===== src/rtl/uart_rx_pkg.sv =====
// Shared definitions for the uart_rx receiver: frame geometry, FSM state
// encoding and the baud counter width, plus a helper that derives the
// start-bit midpoint offset from the bit period.
// Ports: none (package).
package uart_rx_pkg;

    // Payload bits per 8N1 frame.
    localparam int DATA_BITS = 8;

    // Baud counter width; bit periods up to 65535 cycles fit.
    localparam int CNT_W = 16;

    // Receiver FSM states.
    typedef enum logic [1:0] {
        IDLE  = 2'd0,
        START = 2'd1,
        DATA  = 2'd2,
        STOP  = 2'd3
    } uart_state_e;

    // Terminal count for the half-period tick: the start bit is sampled
    // bit_cycles/2 cycles (integer division) after the falling edge is seen.
    function automatic logic [CNT_W-1:0] half_last(input int bit_cycles);
        return CNT_W'(bit_cycles / 2 - 1);
    endfunction

    // Terminal count for the full-period tick.
    function automatic logic [CNT_W-1:0] full_last(input int bit_cycles);
        return CNT_W'(bit_cycles - 1);
    endfunction

endpackage


===== src/rtl/uart_rx_baud_cnt.sv =====
// Purpose: bit-period timer for uart_rx; flags the half-period and full-period points.
// Latency: ticks are combinational decodes of the registered count (count 0 = first cycle after clear).
// Backpressure: none; free-running while clear is low, held at zero while clear is high.
//
// Ports:
//   clock     - rising-edge clock
//   reset     - asynchronous active-high reset, clears the count
//   clear     - synchronous clear; count restarts at 0 on the next edge
//   half_tick - high in the cycle the count equals uart_clock_bit/2 - 1
//   full_tick - high in the cycle the count equals uart_clock_bit - 1
module uart_rx_baud_cnt
    import uart_rx_pkg::*;
#(
    parameter int uart_clock_bit = 5208
) (
    input  logic clock,
    input  logic reset,
    input  logic clear,
    output logic half_tick,
    output logic full_tick
);

    localparam logic [CNT_W-1:0] HALF_LAST = half_last(uart_clock_bit);
    localparam logic [CNT_W-1:0] FULL_LAST = full_last(uart_clock_bit);

    logic [CNT_W-1:0] count;

    // Reload to zero on the terminal count rather than relying on natural
    // 16-bit rollover, so the period is exact for every legal setting.
    always_ff @(posedge clock or posedge reset) begin
        if (reset) begin
            count <= '0;
        end else if (clear || (count == FULL_LAST)) begin
            count <= '0;
        end else begin
            count <= count + 1'b1;
        end
    end

    assign half_tick = (count == HALF_LAST);
    assign full_tick = (count == FULL_LAST);

endmodule


===== src/rtl/uart_rx.sv =====
// Purpose: 8N1 UART receiver; samples each bit at its midpoint and presents the byte with a one-cycle done strobe.
// Latency: done rises one cycle after the stop-bit midpoint edge (~9.5 bit periods after the start edge), +2 cycles with UART_RX_SYNC_EN.
// Backpressure: none; readdata is overwritten by the next good frame, so the consumer must capture it on done.
//
// Ports:
//   clock    - rising-edge clock
//   reset    - asynchronous active-high reset
//   rx       - serial line, idles high
//   readdata - last byte received with a valid stop bit; changes only when done pulses
//   done     - one-cycle pulse when readdata holds a newly received byte
//
// Build option: define UART_RX_SYNC_EN to pass rx through a two-flop
// synchronizer (resets to the idle level) before the FSM. Every sample point
// and done move exactly two cycles later; data is unaffected.
module uart_rx
    import uart_rx_pkg::*;
#(
    parameter int uart_clock_bit = 5208
) (
    input  logic       clock,
    input  logic       reset,
    input  logic       rx,
    output logic [7:0] readdata,
    output logic       done
);

    localparam logic [2:0] LAST_BIT = 3'(DATA_BITS - 1);

    logic                 rx_line;
    uart_state_e          state;
    logic [2:0]           bit_cnt;
    logic [DATA_BITS-1:0] shreg;
    logic                 frame_err;
    logic                 baud_clear;
    logic                 half_tick;
    logic                 full_tick;

`ifdef UART_RX_SYNC_EN
    // Two-flop synchronizer. Reset value 1 matches the idle line so that
    // leaving reset never looks like a start bit.
    logic [1:0] rx_sync;

    always_ff @(posedge clock or posedge reset) begin
        if (reset) begin
            rx_sync <= 2'b11;
        end else begin
            rx_sync <= {rx_sync[0], rx};
        end
    end

    assign rx_line = rx_sync[1];
`else
    assign rx_line = rx;
`endif

    // Timer restarts on the edge that detects the start bit (state still
    // IDLE) and again at the start-bit midpoint, so every later full-period
    // tick lands on a bit midpoint.
    assign baud_clear = (state == IDLE) || ((state == START) && half_tick);

    uart_rx_baud_cnt #(
        .uart_clock_bit(uart_clock_bit)
    ) u_baud_cnt (
        .clock     (clock),
        .reset     (reset),
        .clear     (baud_clear),
        .half_tick (half_tick),
        .full_tick (full_tick)
    );

    always_ff @(posedge clock or posedge reset) begin
        if (reset) begin
            state     <= IDLE;
            bit_cnt   <= '0;
            shreg     <= '0;
            frame_err <= 1'b0;
            readdata  <= 8'h00;
            done      <= 1'b0;
        end else begin
            done <= 1'b0;
            case (state)
                IDLE: begin
                    if (!rx_line) begin
                        state   <= START;
                        bit_cnt <= '0;
                    end
                end

                START: begin
                    // A line that is high again at the midpoint was a glitch.
                    if (half_tick) begin
                        state <= rx_line ? IDLE : DATA;
                    end
                end

                DATA: begin
                    // LSB arrives first: shifting in from the top leaves
                    // sample k in bit k after all eight samples.
                    if (full_tick) begin
                        shreg <= {rx_line, shreg[DATA_BITS-1:1]};
                        if (bit_cnt == LAST_BIT) begin
                            state <= STOP;
                        end else begin
                            bit_cnt <= bit_cnt + 3'd1;
                        end
                    end
                end

                STOP: begin
                    if (frame_err) begin
                        // Bad stop bit: hold off until the line returns
                        // high so a long break is not mistaken for a start.
                        if (rx_line) begin
                            frame_err <= 1'b0;
                            state     <= IDLE;
                        end
                    end else if (full_tick) begin
                        if (rx_line) begin
                            readdata <= shreg;
                            done     <= 1'b1;
                            state    <= IDLE;
                        end else begin
                            frame_err <= 1'b1;
                        end
                    end
                end

                default: begin
                    state <= IDLE;
                end
            endcase
        end
    end

endmodule


===== config.mk =====
export PLATFORM = sky130hd
export DESIGN_NAME = uart_rx
export DESIGN_NICKNAME = d
export VERILOG_FILES = /design/src/rtl/uart_rx_pkg.sv /design/src/rtl/uart_rx_baud_cnt.sv /design/src/rtl/uart_rx.sv
export SDC_FILE = /design/constraint.sdc
export NUM_CORES = 1
export LEC_CHECK = 0
export ABC_AREA = 1
export CAP_MARGIN = 20
export CORE_MARGIN = 10
export CORE_UTILIZATION = 25
export CTS_BUF_LIST = sky130_fd_sc_hd__clkbuf_4
export DETAILED_ROUTE_END_ITERATION = 10
export GPL_TIMING_DRIVEN = 0
export PLACE_DENSITY = 0.52
export SYNTH_ARGS = -nofsm -noshare
export SYNTH_HDL_FRONTEND = slang
export SYNTH_SLANG_ARGS = --single-unit

===== constraint.sdc =====
create_clock -name clock -period 1.7 [get_ports clock]
set_clock_uncertainty 0.1 [all_clocks]
set_input_delay 0.255 -clock clock [delete_from_list [all_inputs] [get_ports clock]]
set_output_delay 0.255 -clock clock [all_outputs]
set_load 0.02 [all_outputs]

==> impl_summary.txt <==
----------------------------------------------------
[Power]
  Power consumption ... 2517 uW
  Seq pwr share ... 42.2%
  Static Leakage ... 0.001204 uW
  Portion of total power attributed to the clock network ... 25.1%
  Proportion of total power due to net switching ... 33.43%
  Internal power ... 1676 uW
  Worst supply voltage drop on vdd ... 418.9 uV
  Combinational fraction of design power ... 32.7%
  Power per Cell Area ... 969.6 nW/um2
  NetSw ... 841.6 uW

[Clocking]
  Clk pin slew, worst setup/hold paths ... 130 ps
  Number of sinks driven by the clock tree ... 39
  Maximum buffer depth of the clock tree ... 2
  Worst skew pair latency ... 350 ps
  H-tree Lvls ... 2
  Count of hold-fix buffers inserted at cts ... 0
  Cell chosen for the clock root ... clkbuf_4
  Total CTS buffers ... 5
  TritonCTS clock tree ... done

[Run status]
  Status ... complete, but fails checks
  Violated checks ... setup timing

[GRT]
  Met2 Usage GRT ... 11.33%
  Antenna violations before repair ... 0
  GRT busiest layer ... met2
  Total routing usage reported by global routing ... 6.771%
  Met3 Resource Use GR ... 2.469%
  Aggregate global routing overflow ... 0
  GR Util met1 ... 7.899%
  Number of global-route vias before repair ... 1613
  Wire length of the first global-routing pass ... 7231 um
  Pin count of the biggest net entering global routing ... 40

[Worst setup path]
  Endpoint class of the critical path ... flop
  Startpoint types ... flop
  CP required ... 1880 ps
  Slowest-stage cell, CP ... dfrtp_1
  Register-to-Register Setup Slack ... -1 ps
  Cells on worst reg2reg path ... 9
  Combined buffer and inverter count along the critical path ... 2
  Startpoint of the worst register-to-register path ... u_baud_cnt.count[1]
  Top cell family by delay on the critical path ... simple AND/OR/NAND/NOR gates
  Critical Path, Cell by Cell ... ha_4, nand2_2, inv_2, nand2_2, nor2_4, nand2_4, nor2_4, clkbuf_16, mux2i_1
  Slowest Stage Delay on Critical Path ... 410 ps
  R2R Path End ... shreg[0]
  Worst endpoint data arrival time ... 1880 ps
  Crit Path Class ... flop to flop
  Crit path max fanout ... 5

[Synth]
  Post-synthesis instance total ... 243
  Share of synthesized area occupied by flip-flops and latches ... 46.76%
  Proportion of netlist area held by the largest area contributor ... 46.76%
  Total nets after synthesis ... 249
  Cell with the most instances after synthesis ... nand2_1
  Post-Syn Area ... 2087 um2
  Largest cells by area after synthesis ... dfrtp_1, nand2_1, inv_1, nor2_1, nor2_2
  Asr flop ratio synth ... 100.0%
  Synthesized flop and latch total ... 39
  Predominant post-synthesis flop cell ... dfrtp_1
  Post-synth EDFFs ... 0
  YS warnings ... 0
  Top cells by instance count after synthesis ... nand2_1, dfrtp_1, inv_1
  Post-Synthesis Mean Instance Area ... 8.588 um2
  Largest area contributor in the synthesized netlist ... dfrtp_1
  Count of unique library cells instantiated by Yosys ... 27

[STA]
  Setup tns final ... -1.078 ps
  Number of hold violations in the final report ... 0
  Highest Clock Rate ... 0.5879 GHz
  Minimum period implied by the final worst setup slack ... 1701 ps
  Final period utilization ... 100.1%
  Number of setup violations in the final report ... 1
  Worst path setup slack after routing ... -1.078 ps
  Slew Viols, Final ... 0
  Slew @ Worst Pin ... 825.2 ps
  Setup repair after global routing missed its margin ... true
  Relative slew slack ... 44.90%

[Routing]
  DR DRC count ... 0
  Via total after detailed routing ... 1587
  Average detailed-routed wire length per instance ... 11.39 um
  Initial detailed-routing violation count ... 53
  Aggregate routed wire length ... 4316 um
  Ratio of routed vias to standard cells ... 4.187
  Count of TritonRoute iterations in the first routing pass ... 4
  Remaining antenna violation count after routing ... 0

[Place]
  IO Port Bufs ... 11
  Final weighted congestion in routability-driven placement ... 0.7809
  Minimum setup slack after placement ... -142.2 ps
  HPWL after detailed placement ... 3034 um
  Placed insts ... 359

[Final layout]
  Combined area of the multi-input logic cells ... 987.2 um2
  Signed area change from the synthesized netlist to the final layout ... 24.40%
  Proportion of layout cells with a drive suffix above 1 ... 25.91%
  Non-filler cells, final ... 379
  Ant. Diodes ... 0
  Net total in the final layout ... 279
  Sequential standard cell area ... 977.2 um2
  Utilization after layout ... 31.76%
  Fillers ... 906

[Run]
  Max-capacitance violation count ... 0

[Floorplan]
  Number of core rows ... 33
  Core box area ... 8175 um2
  Vertical extent of the die ... 111.4 um
  Effective utilization at floorplan ... 25.53%
  Die area ... 12400 um2
  Ports ... 12
  Die Wd ... 111.4 um

[Worst hold path]
  Hold Crit Class ... input pin to asynchronous set/reset pin

----------------------------------------------------
## flip-flops by register name (all words and copies together), names as in the netlist, named ones only
| register | cells |
|---|---|
| u_baud_cnt.count | 16 |
| done | 1 |
| readdata | 8 |
| bit_cnt | 3 |
| frame_err | 1 |
| shreg | 8 |
| state | 1 |
## cell usage in the layout (no fill, tap or decap), drive strengths merged
cell type      netlist  layout
nand2               54      54
nand3b               1       1
o211ai               1       1
ha                   3       3
dfrtp               39      39
o21ai                9       9
bufinv               0       1
nand3               11      11
o21a                 8       8
nor4                 2       2
clkinv               0       2
nand4                6       6
nor2                43      43
dlymetal6s2s         0       1
dlygate4sd2          0       7
inv                 37      37
clkbuf               0       7
buf                  4      14
clkdlybuf4s50        0       3
mux2i                8       8
nor3                 8       8
a21oi                1       1
xor2                 8       8
## layer usage
metal	up-vias	wire (um)	part of all wire, %
li1	824	-	-
met1	738	1961	45
met2	20	2109	49
met3	5	209	4.8
met4	0	36	0.83
met5	-	0	0
## repair_timing
item,4_1_cts,5_1_grt
gates cloned,0,2
setup endpoints to repair,39,29
gates resized for setup,9,21
setup buffers,2,8
pin swaps,0,12
## power by group through the flow
| stage | logic [uW] | registers (uW) | clock network, uW |
|---|---|---|---|
| 2_1_floorplan | 478 | 1060 | 0 |
| 3_3_place_gp | 579 | 1080 | 0 |
| 3_5_place_dp | 581 | 1080 | 0 |
| 4_1_cts | 633 | 1050 | 666 |
| 5_1_grt | 927 | 1070 | 700 |
| 6_report | 822 | 1060 | 633 |
## logic make-up (layout without fill, tap and decap cells)
kind of cell             Yosys count  count (layout)  synth area share (%)
AO/OA/AOI/OAI                     19              19                 5.816
XOR/XNOR                           8               8                 3.357
adder cells (fa/ha/maj)            3               3                 1.799
buffers and inverters             41              72                 8.932
flip-flops                        39              39                 46.76
multiplexers                       8               8                 3.837
AND/OR/NAND/NOR                  125             125                 29.50
## how the worst max path moves through the flow
stage | start | endpoint | slack [ps] | depth (start not counted)
CTS | readdata[6] | readdata[6] | 3 | 1
finish | u_baud_cnt.count[1] | shreg[0] | -1 | 9
detailed placement | u_baud_cnt.count[0] | readdata[4] | -140 | 10
global placement | reset | state[0] | -470 | 2
global route | u_baud_cnt.count[1] | shreg[5] | -100 | 9
floorplan | u_baud_cnt.count[0] | readdata[3] | 70 | 10
## layout make-up
cell class	instances	share of cell area, %
multi-input cells	163	38.02
plain buffers	4	1.976
flip-flops and latches	39	37.64
clock inverters	3	1.687
well taps	105	5.060
inverters	37	5.349
repair buffers	23	8.819
clock buffers	5	1.446
## per-stage QoR
stage          cell area [um2]  hold WS [ps]
2_1_floorplan             2087         345.9
3_3_place_gp              2328         363.7
3_5_place_dp              2328         368.1
4_1_cts                   2420         298.8
5_1_grt                   2596         327.2
6_report                  2596         275.5
## worst reg2reg max path: cells and delay by family (launching register included)
kind,cells,cell delay [ps]
and+or+nand+nor,5,540
DFF,1,410
buffers and inverters,2,280
muxes,1,170
adders and majority gates,1,150
No activity file was read; power rests on OpenSTA's default activity.
